File: src/rtl/serial_add_ctrl.sv
// Bit-serial adder controller: one soma1bit cell, one bit per clock, LSB first.
// Also holds the soma1bit full-adder cell so the block stays self-contained.

module soma1bit (
  input  logic a,
  input  logic b,
  input  logic c_in,
  output logic s,
  output logic c_out
);
  assign s     = a ^ b ^ c_in;
  assign c_out = (a & b) | (c_in & (a ^ b));
endmodule

module serial_add_ctrl #(
  parameter int unsigned WIDTH = 8
) (
  input  logic             clk,
  input  logic             rst_n,
  input  logic             start,
  input  logic [WIDTH-1:0] a,
  input  logic [WIDTH-1:0] b,
  input  logic             c_in,
  output logic             busy,
  output logic             done,
  output logic [WIDTH-1:0] sum,
  output logic             c_out
);
  localparam int unsigned CntW = $clog2(WIDTH) + 1;
  localparam logic [CntW-1:0] CntLast = CntW'(WIDTH - 1);

  localparam logic [1:0] StIdle = 2'd0;
  localparam logic [1:0] StRun  = 2'd1;
  localparam logic [1:0] StDone = 2'd2;

  logic [1:0]       state_q, state_d;
  logic [WIDTH-1:0] a_sh_q, a_sh_d;
  logic [WIDTH-1:0] b_sh_q, b_sh_d;
  // Only the upper WIDTH-1 result bits need storage; the last bit comes from the cell.
  logic [WIDTH-2:0] res_q, res_d;
  logic             carry_q, carry_d;
  logic [CntW-1:0]  cnt_q, cnt_d;
  logic [WIDTH-1:0] sum_q, sum_d;
  logic             c_out_q, c_out_d;

  logic             cell_s, cell_c;
  logic [WIDTH-1:0] res_next;

  soma1bit u_cell (
    .a     (a_sh_q[0]),
    .b     (b_sh_q[0]),
    .c_in  (carry_q),
    .s     (cell_s),
    .c_out (cell_c)
  );

  assign res_next = {cell_s, res_q};

  always_comb begin
    state_d = state_q;
    a_sh_d  = a_sh_q;
    b_sh_d  = b_sh_q;
    res_d   = res_q;
    carry_d = carry_q;
    cnt_d   = cnt_q;
    sum_d   = sum_q;
    c_out_d = c_out_q;
    unique case (state_q)
      StIdle, StDone: begin
        if (start) begin
          a_sh_d  = a;
          b_sh_d  = b;
          carry_d = c_in;
          cnt_d   = '0;
          state_d = StRun;
        end else begin
          state_d = StIdle;
        end
      end
      StRun: begin
        a_sh_d  = a_sh_q >> 1;
        b_sh_d  = b_sh_q >> 1;
        res_d   = res_next[WIDTH-1:1];
        carry_d = cell_c;
        cnt_d   = cnt_q + 1'b1;
        if (cnt_q == CntLast) begin
          state_d = StDone;
          sum_d   = res_next;
          c_out_d = cell_c;
        end
      end
      default: state_d = StIdle;
    endcase
  end

  always_ff @(posedge clk or negedge rst_n) begin
    if (!rst_n) begin
      state_q <= StIdle;
      a_sh_q  <= '0;
      b_sh_q  <= '0;
      res_q   <= '0;
      carry_q <= 1'b0;
      cnt_q   <= '0;
      sum_q   <= '0;
      c_out_q <= 1'b0;
    end else begin
      state_q <= state_d;
      a_sh_q  <= a_sh_d;
      b_sh_q  <= b_sh_d;
      res_q   <= res_d;
      carry_q <= carry_d;
      cnt_q   <= cnt_d;
      sum_q   <= sum_d;
      c_out_q <= c_out_d;
    end
  end

  assign busy  = (state_q == StRun);
  assign done  = (state_q == StDone);
  assign sum   = sum_q;
  assign c_out = c_out_q;

endmodule

File: config.mk
export PLATFORM = sky130hd
export DESIGN_NAME = serial_add_ctrl
export DESIGN_NICKNAME = d
export VERILOG_FILES = /design/src/rtl/serial_add_ctrl.sv
export SDC_FILE = /design/constraint.sdc
export NUM_CORES = 1
export LEC_CHECK = 0
export CAP_MARGIN = 0
export CORE_MARGIN = 2
export CORE_UTILIZATION = 57
export CTS_BUF_LIST = sky130_fd_sc_hd__clkbuf_4 sky130_fd_sc_hd__clkbuf_8
export DETAILED_ROUTE_END_ITERATION = 10
export PLACE_DENSITY_LB_ADDON = 0.3
export SLEW_MARGIN = 30
export SYNTH_ARGS = -nofsm -noshare
export SYNTH_HDL_FRONTEND = slang
export SYNTH_SLANG_ARGS = --single-unit
File: constraint.sdc
create_clock -name clk -period 3.3 [get_ports clk]
set_input_delay 0.66 -clock clk [delete_from_list [all_inputs] [get_ports clk]]
set_output_delay 0.66 -clock clk [all_outputs]
set_load 0.005 [all_outputs]
==> results.toml <==
[critical_path]
worst-endpoint-arrival_ns = 1.81
worst-path-buf-inv = 1
critPathMaxFanout = 31
crit_required_ns = 2.64
r2r.worst_path.cells = 3
max_stage_delay_on_crit_path_ns = 0.58
worst_r2r_startpoint = "state_q[1]"
r2r_setup_slack_ns = 1.16
worst_setup_path_start_kind = "flop"
setup.worst_path.class = "flop to output pin"
worstSetupEndpointType = "output pin"
path_delay_family = "buffers and inverters"
crit_path_cell_trace = "and2b_4 -> clkdlybuf4s50_1"
worst_r2r_endpoint = "c_out"
critical-path-slowest-cell = "sky130_fd_sc_hd__clkdlybuf4s50_1"

[grt]
grt_max_degree = 40
grt_use_met2_pct = 30.7
grt_util_met1_pct = 29.1
grt_antenna_before_repair = 0
globalRouteMet3Util_pct = 9.07
wire_length_of_the_first_global_routing_pass_um = 5150
grt_busiest_layer = "met2"
number_of_global_route_vias_before_repair = 1097
grtUsageTotal_pct = 21.3
gr-total-overflow = 0

[detailed_routing]
drtPass1Iterations = 4
initialDrtViolationCount = 34
detail-route-antenna-nets = 0
num_vias = 1015
detail_route.drc_violations = 0
wl_per_cell_um = 16.3
route.detailed.vias_per_inst = 5.77
postRouteWirelength_um = 2870

[sta]
whs_ns = 0.390
timing.max_slew.rel_slack_pct = 45.3
timing_worst_slew_pin_value_ns = 0.821
report.final.setup_viol = 0
grt_setup_unrepaired = "no"
maxSlewViolCount = 0
achievable-frequency_ghz = 0.404
timing.clock.skew_ns = 0.0146
timing.setup.tns_ns = 0
report.final.hold_viol_count = 0
period_needed_ns = 2.47
period_share_pct = 75.0

[final_layout]
layout.cell_area.non_filler_um2 = 1970
most-common-layout-cells = "sky130_fd_sc_hd__dfrtp_1, sky130_fd_sc_hd__clkdlybuf4s50_1, sky130_fd_sc_hd__a22o_1"
fill_cells = 201
nets_final = 166
antenna-diode-count = 0
layout_commonest_cell = "sky130_fd_sc_hd__dfrtp_1"
fin_util_pct = 72.2
post_route_cells_drive_above_1_share_pct = 20.7
synthToLayoutAreaGrowth_pct = 21.3

[yosys]
synth.net_count = 135
synth_warnings = 0
yosysSeqAreaShare_pct = 60.0
syn_area_per_cell_um2 = 14.4
synthesis_stage_register_bit_count = 39
synth_cells = 113
syn_area_um2 = 1630
number_of_distinct_library_cell_variants_in_the_gate_level_netlist_after_synthesis = 18

[outcome]
status = "finished clean"

[clock_network]
tritoncts = "done"
clk_path_buf_depth = 2
clkSinkCount = 39
cts_max_level = 2
clk_latency_ns = 0.35
postCtsResizedCells = 0
tritoncts.num_buffers = 5
cts.hold.buffers_added = 0
cts_root_buffer = "sky130_fd_sc_hd__clkbuf_4"
post-cts-setup-buffer-count = 0
clkTransAtPathRegs_ns = 0.12

[die]
initial_utilization_pct = 59.5
rows = 19
die_h_um = 57.4
die-area_um2 = 3300
placeableCoreArea_um2 = 2730
floorplan.io_pins = 31
chipWidth_um = 57.4

[pwr]
totalPowerFinal_mw = 1.84
irDropWorstVdd_v = 0.000738
power.static_leakage_nw = 0.968
power.density_nw_per_um2 = 930

[placed_design]
port_buffers = 30
postPlaceCellArea_um2 = 1920
post-dp-hpwl_um = 1950
gp_routability_congestion = 0.710

[min_path]
holdCritPathClass = "input pin to async pin"

[run]
cap_violations = 0
==> cell usage after synthesis, drive strengths merged <==
cell / instances / area share (%)
fa: 1 / 1.2
nor3b: 1 / 0.77
nand2b: 1 / 0.38
and2b: 1 / 0.61
mux2: 17 / 12
buf: 7 / 3.2
nand4: 1 / 0.38
ha: 1 / 0.77
mux2i: 2 / 1.2
nand2: 3 / 0.69
a21o: 15 / 6.9
o21ai: 1 / 0.31
a22o: 19 / 10
nor2: 1 / 0.38
dfrtp: 39 / 60
nor2b: 3 / 1.2
==> where the power goes <==
part,switching (mW),internal [mW]
registers,0.136,0.700
clock network,0.154,0.0905
logic,0.298,0.456
total,0.588,1.25
==> per-layer routing <==
metal / share of wire (%) / vias up
li1: - / 478
met1: 46 / 510
met2: 47 / 20
met3: 5.7 / 7
met4: 1.8 / 0
met5: 0 / -
==> how the worst max path moves through the flow <==
stage | cells past startpoint | startpoint | slack [ns] | to
after floorplan | 5 | start | 1.75 | cnt_q[2]
after global placement | 5 | start | 1.03 | cnt_q[0]
after detailed placement | 5 | start | 0.98 | cnt_q[0]
after CTS | 2 | state_q[1] | 0.81 | busy
after global routing | 2 | state_q[1] | 0.72 | busy
final | 2 | state_q[1] | 0.83 | busy
==> registers in the layout, summed over array words and instances, names as in the netlist <==
name     count
a_sh_q       8
b_sh_q       8
c_out        1
carry_q      1
cnt_q        4
res_q        7
state_q      2
sum          8
==> cell families (layout without fill, tap and decap cells) <==
group                      count (synthesis)  after routing  share of synthesized area (%)
AOI/OAI and AO/OA                         35             35                           17.4
adders and majority gates                  2              2                           2.00
muxes                                     19             19                           13.0
buffers and inverters                      7             39                           3.23
DFF                                       39             39                           60.0
and+or+nand+nor                           11             11                           4.38
==> metrics by stage <==
stage	setup slack (ns)	cells
after floorplan	1.75	113
after global placement	1.03	168
after detailed placement	0.979	168
after global routing	0.719	176
final	0.826	176
after CTS	0.811	176
==> cell type report <==
cell class | instances | area, um^2 | share of cell area (%)
multi-input combinational | 67 | 599 | 30.4
tap | 31 | 38.8 | 1.96
clock buffer | 6 | 45.0 | 2.28
sequential | 39 | 976 | 49.4
clock inverter | 2 | 12.5 | 0.634
timing repair buffer | 31 | 303 | 15.3
Power figures use the tool's default switching activity.
==> variant 1 (config.mk and constraints unchanged) <==
Set the parameter `WIDTH` to 16 (it was 8).
--- a/src/rtl/serial_add_ctrl.sv
+++ b/src/rtl/serial_add_ctrl.sv
@@ -15,3 +15,3 @@
 module serial_add_ctrl #(
-  parameter int unsigned WIDTH = 8
+  parameter int unsigned WIDTH = 16
 ) (
Ports: changed (resized a, b and sum); port bits go from 31 to 55. The function was not compared with the original's and may differ.
==> variant 1 against the unedited design <==
Routed wire length is 95% higher; first-iteration DRC count grew to 6.0 times the old value; sequential cell count increased by 33; count of clock-buffer cells in the layout increased by 5; non-clock buffer count increased by 27; setup slack lost 5.4 ps; sequential power rose by 81%; highest routed layer unchanged; cell count increased by 130%; area after synthesis rose by 85%; power is 85% higher; cell area grew 91%.
==> variant 1: results (changes against the unedited design) <==
[global_routing]
grt_pass1_wl_um=9459  ; +84%
grt_max_degree=73  ; +83%
use_met3_pct=4.028  ; -5.0 points

[timing]
holdWs_ps=444.1  ; +53.79 ps
worst_pin_slew_ps=868.6  ; +48.01 ps
clock_skew_ps=6.574  ; -7.981 ps
period_share_pct=75.12  ; +0.16 points

[logic_synthesis]
synth_seq_cells=72  ; +85%
synth_area_leaders=dfrtp_1, nand2_1, a22oi_1
synth_common_cells=nand2_1, dfrtp_1, nand3_1, a22oi_1, clkbuf_1
ys_seq_area_share_pct=59.98  ; about the same

[placed_design]
dp_hpwl_um=3540  ; +82%
place_area_sq_um=3563  ; +86%
place_ws_ps=1126  ; +146.8 ps
place.gp.congestion=0.7154  ; +0.82%
io_buffers=54  ; +80%

[clock_tree]
clk_latency_ps=330  ; -20 ps
cts_buffers=9  ; +4
clk_transition_reported_paths_ps=70  ; -50 ps
clock-root-buffer=clkbuf_8

[setup_path]
worstReg2RegStart=cnt_q[0]
r2r_end=sum[2]
rr_worst_depth=5  ; +2

[finish]
buffers=58  ; +87%
fillerInstances=379  ; +89%
clock_area_share_pct=5.476  ; +2.6 points
nets=361  ; +120%

[drt]
vias_per_cell=5.469  ; -5.2%
drtIter0Drc=205  ; +500%
drt-met1-wl_um=2544  ; +93%
wl_per_cell_um=14.09  ; -14%
wl_met3_um=189  ; +15%

[pwr]
p_leak_nw=1.837  ; +90%

[status]
status=finished, final reports clean

variant 1: cell count changes after synthesis, sizes merged, moves of 3 or more:
| cell | change |
|---|---|
| a22o | -15 |
| dfrtp | +33 |
| a22oi | +31 |
| nand3 | +32 |
| a21o | -15 |
| nand2 | +75 |
| clkbuf | +11 |
| inv | +3 |
variant 1: cells by family (layout without fill, tap and decap cells):
family,count (synthesis),after routing,share of synthesized area (%)
and+or+nand+nor,118,118,16.91
DFF,72,72,59.98
AOI/OAI and AO/OA,38,38,9.538
buffers and inverters,23,77,3.915
muxes,19,19,8.163
adders and majority gates,3,3,1.499
variant 1: stage by stage:
| stage | cells | utilization (%) | total power, mW |
|---|---|---|---|
| 2_1_floorplan | 273 | - | 2.317 |
| 3_3_place_gp | 381 | 69.77 | 2.653 |
| 3_5_place_dp | 381 | 69.77 | 2.730 |
| 4_1_cts | 397 | 73.81 | 3.435 |
| 5_1_grt | 397 | 73.81 | 3.656 |
| 6_report | 397 | 73.81 | 3.401 |
variant 1: worst max-delay path: cells and delay by family, from the launching register on:
kind | cells | cell delay, ps
buffers and inverters | 2 | 890
flip-flops | 1 | 370
AND/OR/NAND/NOR | 1 | 210
variant 1: worst min-delay path by stage:
stage / from / end / depth (start not counted)
after floorplan: rst_n / a_sh_q[0] / 0
after global placement: cnt_q[3] / cnt_q[3] / 1
after detailed placement: res_q[0] / res_q[0] / 2
after CTS: rst_n / sum[12] / 1
after global routing: rst_n / sum[12] / 1
final: rst_n / sum[9] / 1
variant 1: power breakdown:
part / internal (mW) / switching, mW / leakage, nW / total, mW
clock network: 0.387 / 0.308 / 0.101 / 0.695
registers: 1.27 / 0.242 / 0.915 / 1.51
logic: 0.580 / 0.612 / 0.821 / 1.19
==> variant 2 (same settings) <==
Made on the original files. `a_sh_q`, `b_sh_q`, `res_q` and `sum_q` no longer have a reset.
--- a/src/rtl/serial_add_ctrl.sv
+++ b/src/rtl/serial_add_ctrl.sv
@@ -98,8 +98,4 @@
       state_q <= StIdle;
-      a_sh_q  <= '0;
-      b_sh_q  <= '0;
-      res_q   <= '0;
       carry_q <= 1'b0;
       cnt_q   <= '0;
-      sum_q   <= '0;
       c_out_q <= 1'b0;
@@ -107,10 +103,13 @@
       state_q <= state_d;
-      a_sh_q  <= a_sh_d;
-      b_sh_q  <= b_sh_d;
-      res_q   <= res_d;
       carry_q <= carry_d;
       cnt_q   <= cnt_d;
-      sum_q   <= sum_d;
       c_out_q <= c_out_d;
     end
+  end
+
+  always_ff @(posedge clk) begin
+    a_sh_q <= a_sh_d;
+    b_sh_q <= b_sh_d;
+    res_q  <= res_d;
+    sum_q  <= sum_d;
   end
Check against the original RTL: differs if rst_n is asserted again (counterexample within 10 cycles, from zero or initial values and one cycle with rst_n low); with rst_n held inactive, the same outputs for 10 cycles.
==> variant 2 against the unedited design <==
Sequential power rose by 15%; routed wire length is 9.8% lower; cell count increased by 4.0%; largest cell class unchanged; power down 1.4%; clock skew is 6.5 ps lower; register-to-register slack better by 370 ps; setup slack got worse by 62 ps; cell area fell by 0.51%; worst hold slack gained 56 ps; area after synthesis fell by 3.8%; synthesized cell count rose by 3.5%; sequential cell count unchanged.
==> variant 2: results (changes against the unedited design) <==
[finish]
regArea_sq_um=1131  ; +16%
multi_input_comb_cells=73  ; +9.0%
drive_above_1_share_pct=8.553  ; -12 points
fillerInstances=183  ; -9.0%
nNonClkInverters=1  ; +1
nets=173  ; +4.2%
clock_area_share_pct=4.140  ; +1.2 points
fin_area_sq_um=1964  ; -0.51%
non_clock_buffer_area_share_pct=15.67  ; +0.33 points
clock_buffers=5  ; -1
multi_input_area_share_pct=20.45  ; -9.9 points

[logic_synthesis]
async_reset_ff_share_pct=20.51  ; -79 points
synth_area_leaders=edfxtp_1, dfrtp_1, nand2_1
syn-num-nets=139  ; +3.0%
synthMuxAreaShare_pct=3.757  ; -9.2 points
synth_flop_cell=edfxtp_1
synth.distinct_cells=27  ; +9
synthAdderAreaFrac_pct=2.078  ; +0.080 points
synth_common_cells=nand2_1, edfxtp_1, dfrtp_1
syn_avg_cell_area_sq_um=13.38  ; -7.1%
ys_seq_area_share_pct=72.26  ; +12 points
synth-compound-area-share_pct=1.998  ; -15 points
synth-xor-area-share_pct=0.5596  ; +0.56 points
synth_edf_count=31  ; +31

[drt]
via_count=976  ; -3.8%
drt-met1-wl_um=1038  ; -21%
dr_wl_met2_um=1388  ; +3.8%
drtPass1Iterations=6  ; +2
wl_met3_um=135  ; -18%
vias_per_cell=5.333  ; -7.5%
wirelength_um=2590  ; -9.8%
drtIter0Drc=24  ; -29%

[placed_design]
place.gp.congestion=0.8271  ; +17%
dp_hpwl_um=1874  ; -3.8%
place_ws_ps=1063  ; +83.61 ps
dp_cells=175  ; +4.2%
place_area_sq_um=1883  ; -1.8%

[timing]
worst_pin_slew_ps=623.4  ; -197.1 ps
clock_skew_ps=8.011  ; -6.544 ps
holdWs_ps=446.2  ; +55.86 ps
period_share_pct=76.85  ; +1.9 points

[setup_path]
cp_max_fo=25  ; -19%
cp.arrival_ps=1880  ; +70 ps
reg2reg_slack_ps=1530  ; +370 ps

[global_routing]
use_met1_pct=22.95  ; -6.2 points
grt_pass1_wl_um=4512  ; -12%
grt_use_met2_pct=34.29  ; +3.6 points
first_global_vias=1013  ; -7.7%
track_usage_pct=19.43  ; -1.9 points
grt_max_degree=26  ; -35%
use_met3_pct=6.912  ; -2.2 points

[pwr]
peakVddDrop_v=0.0007481  ; +1.3%
p_leak_nw=0.7945  ; -18%

[clock_tree]
clk_latency_ps=330  ; -20 ps

[floorplanning]
die_w_um=56.40  ; -1.8%

[status]
status=finished, final reports clean

-- variant 2: cell count changes after synthesis, sizes merged, moves of 2 or more --
cell    unedited run  this run
nor2b              3         1
nand2              3        48
mux2              17         2
buf                7         4
and2               0         2
nand3              0         2
nor3               0         2
dfrtp             39         8
a22o              19         1
a21o              15         0
edfxtp             0        31
-- variant 2: final timing paths --
check | from | end | cells after the start
worst max-delay path | state_q[1] | busy | 3
worst min-delay path | res_q[0] | sum[0] | 0
worst max register to register | state_q[1] | c_out | 4
worst min register to register | res_q[0] | sum[0] | 0
max in group asynchronous | rst_n | state_q[0] | 1
min in group asynchronous | rst_n | state_q[1] | 1
-- variant 2: power by group --
part / internal [mW] / leakage, nW / switching [mW]
registers: 0.853 / 0.407 / 0.107
clock network: 0.159 / 0.0452 / 0.155
logic: 0.226 / 0.342 / 0.309
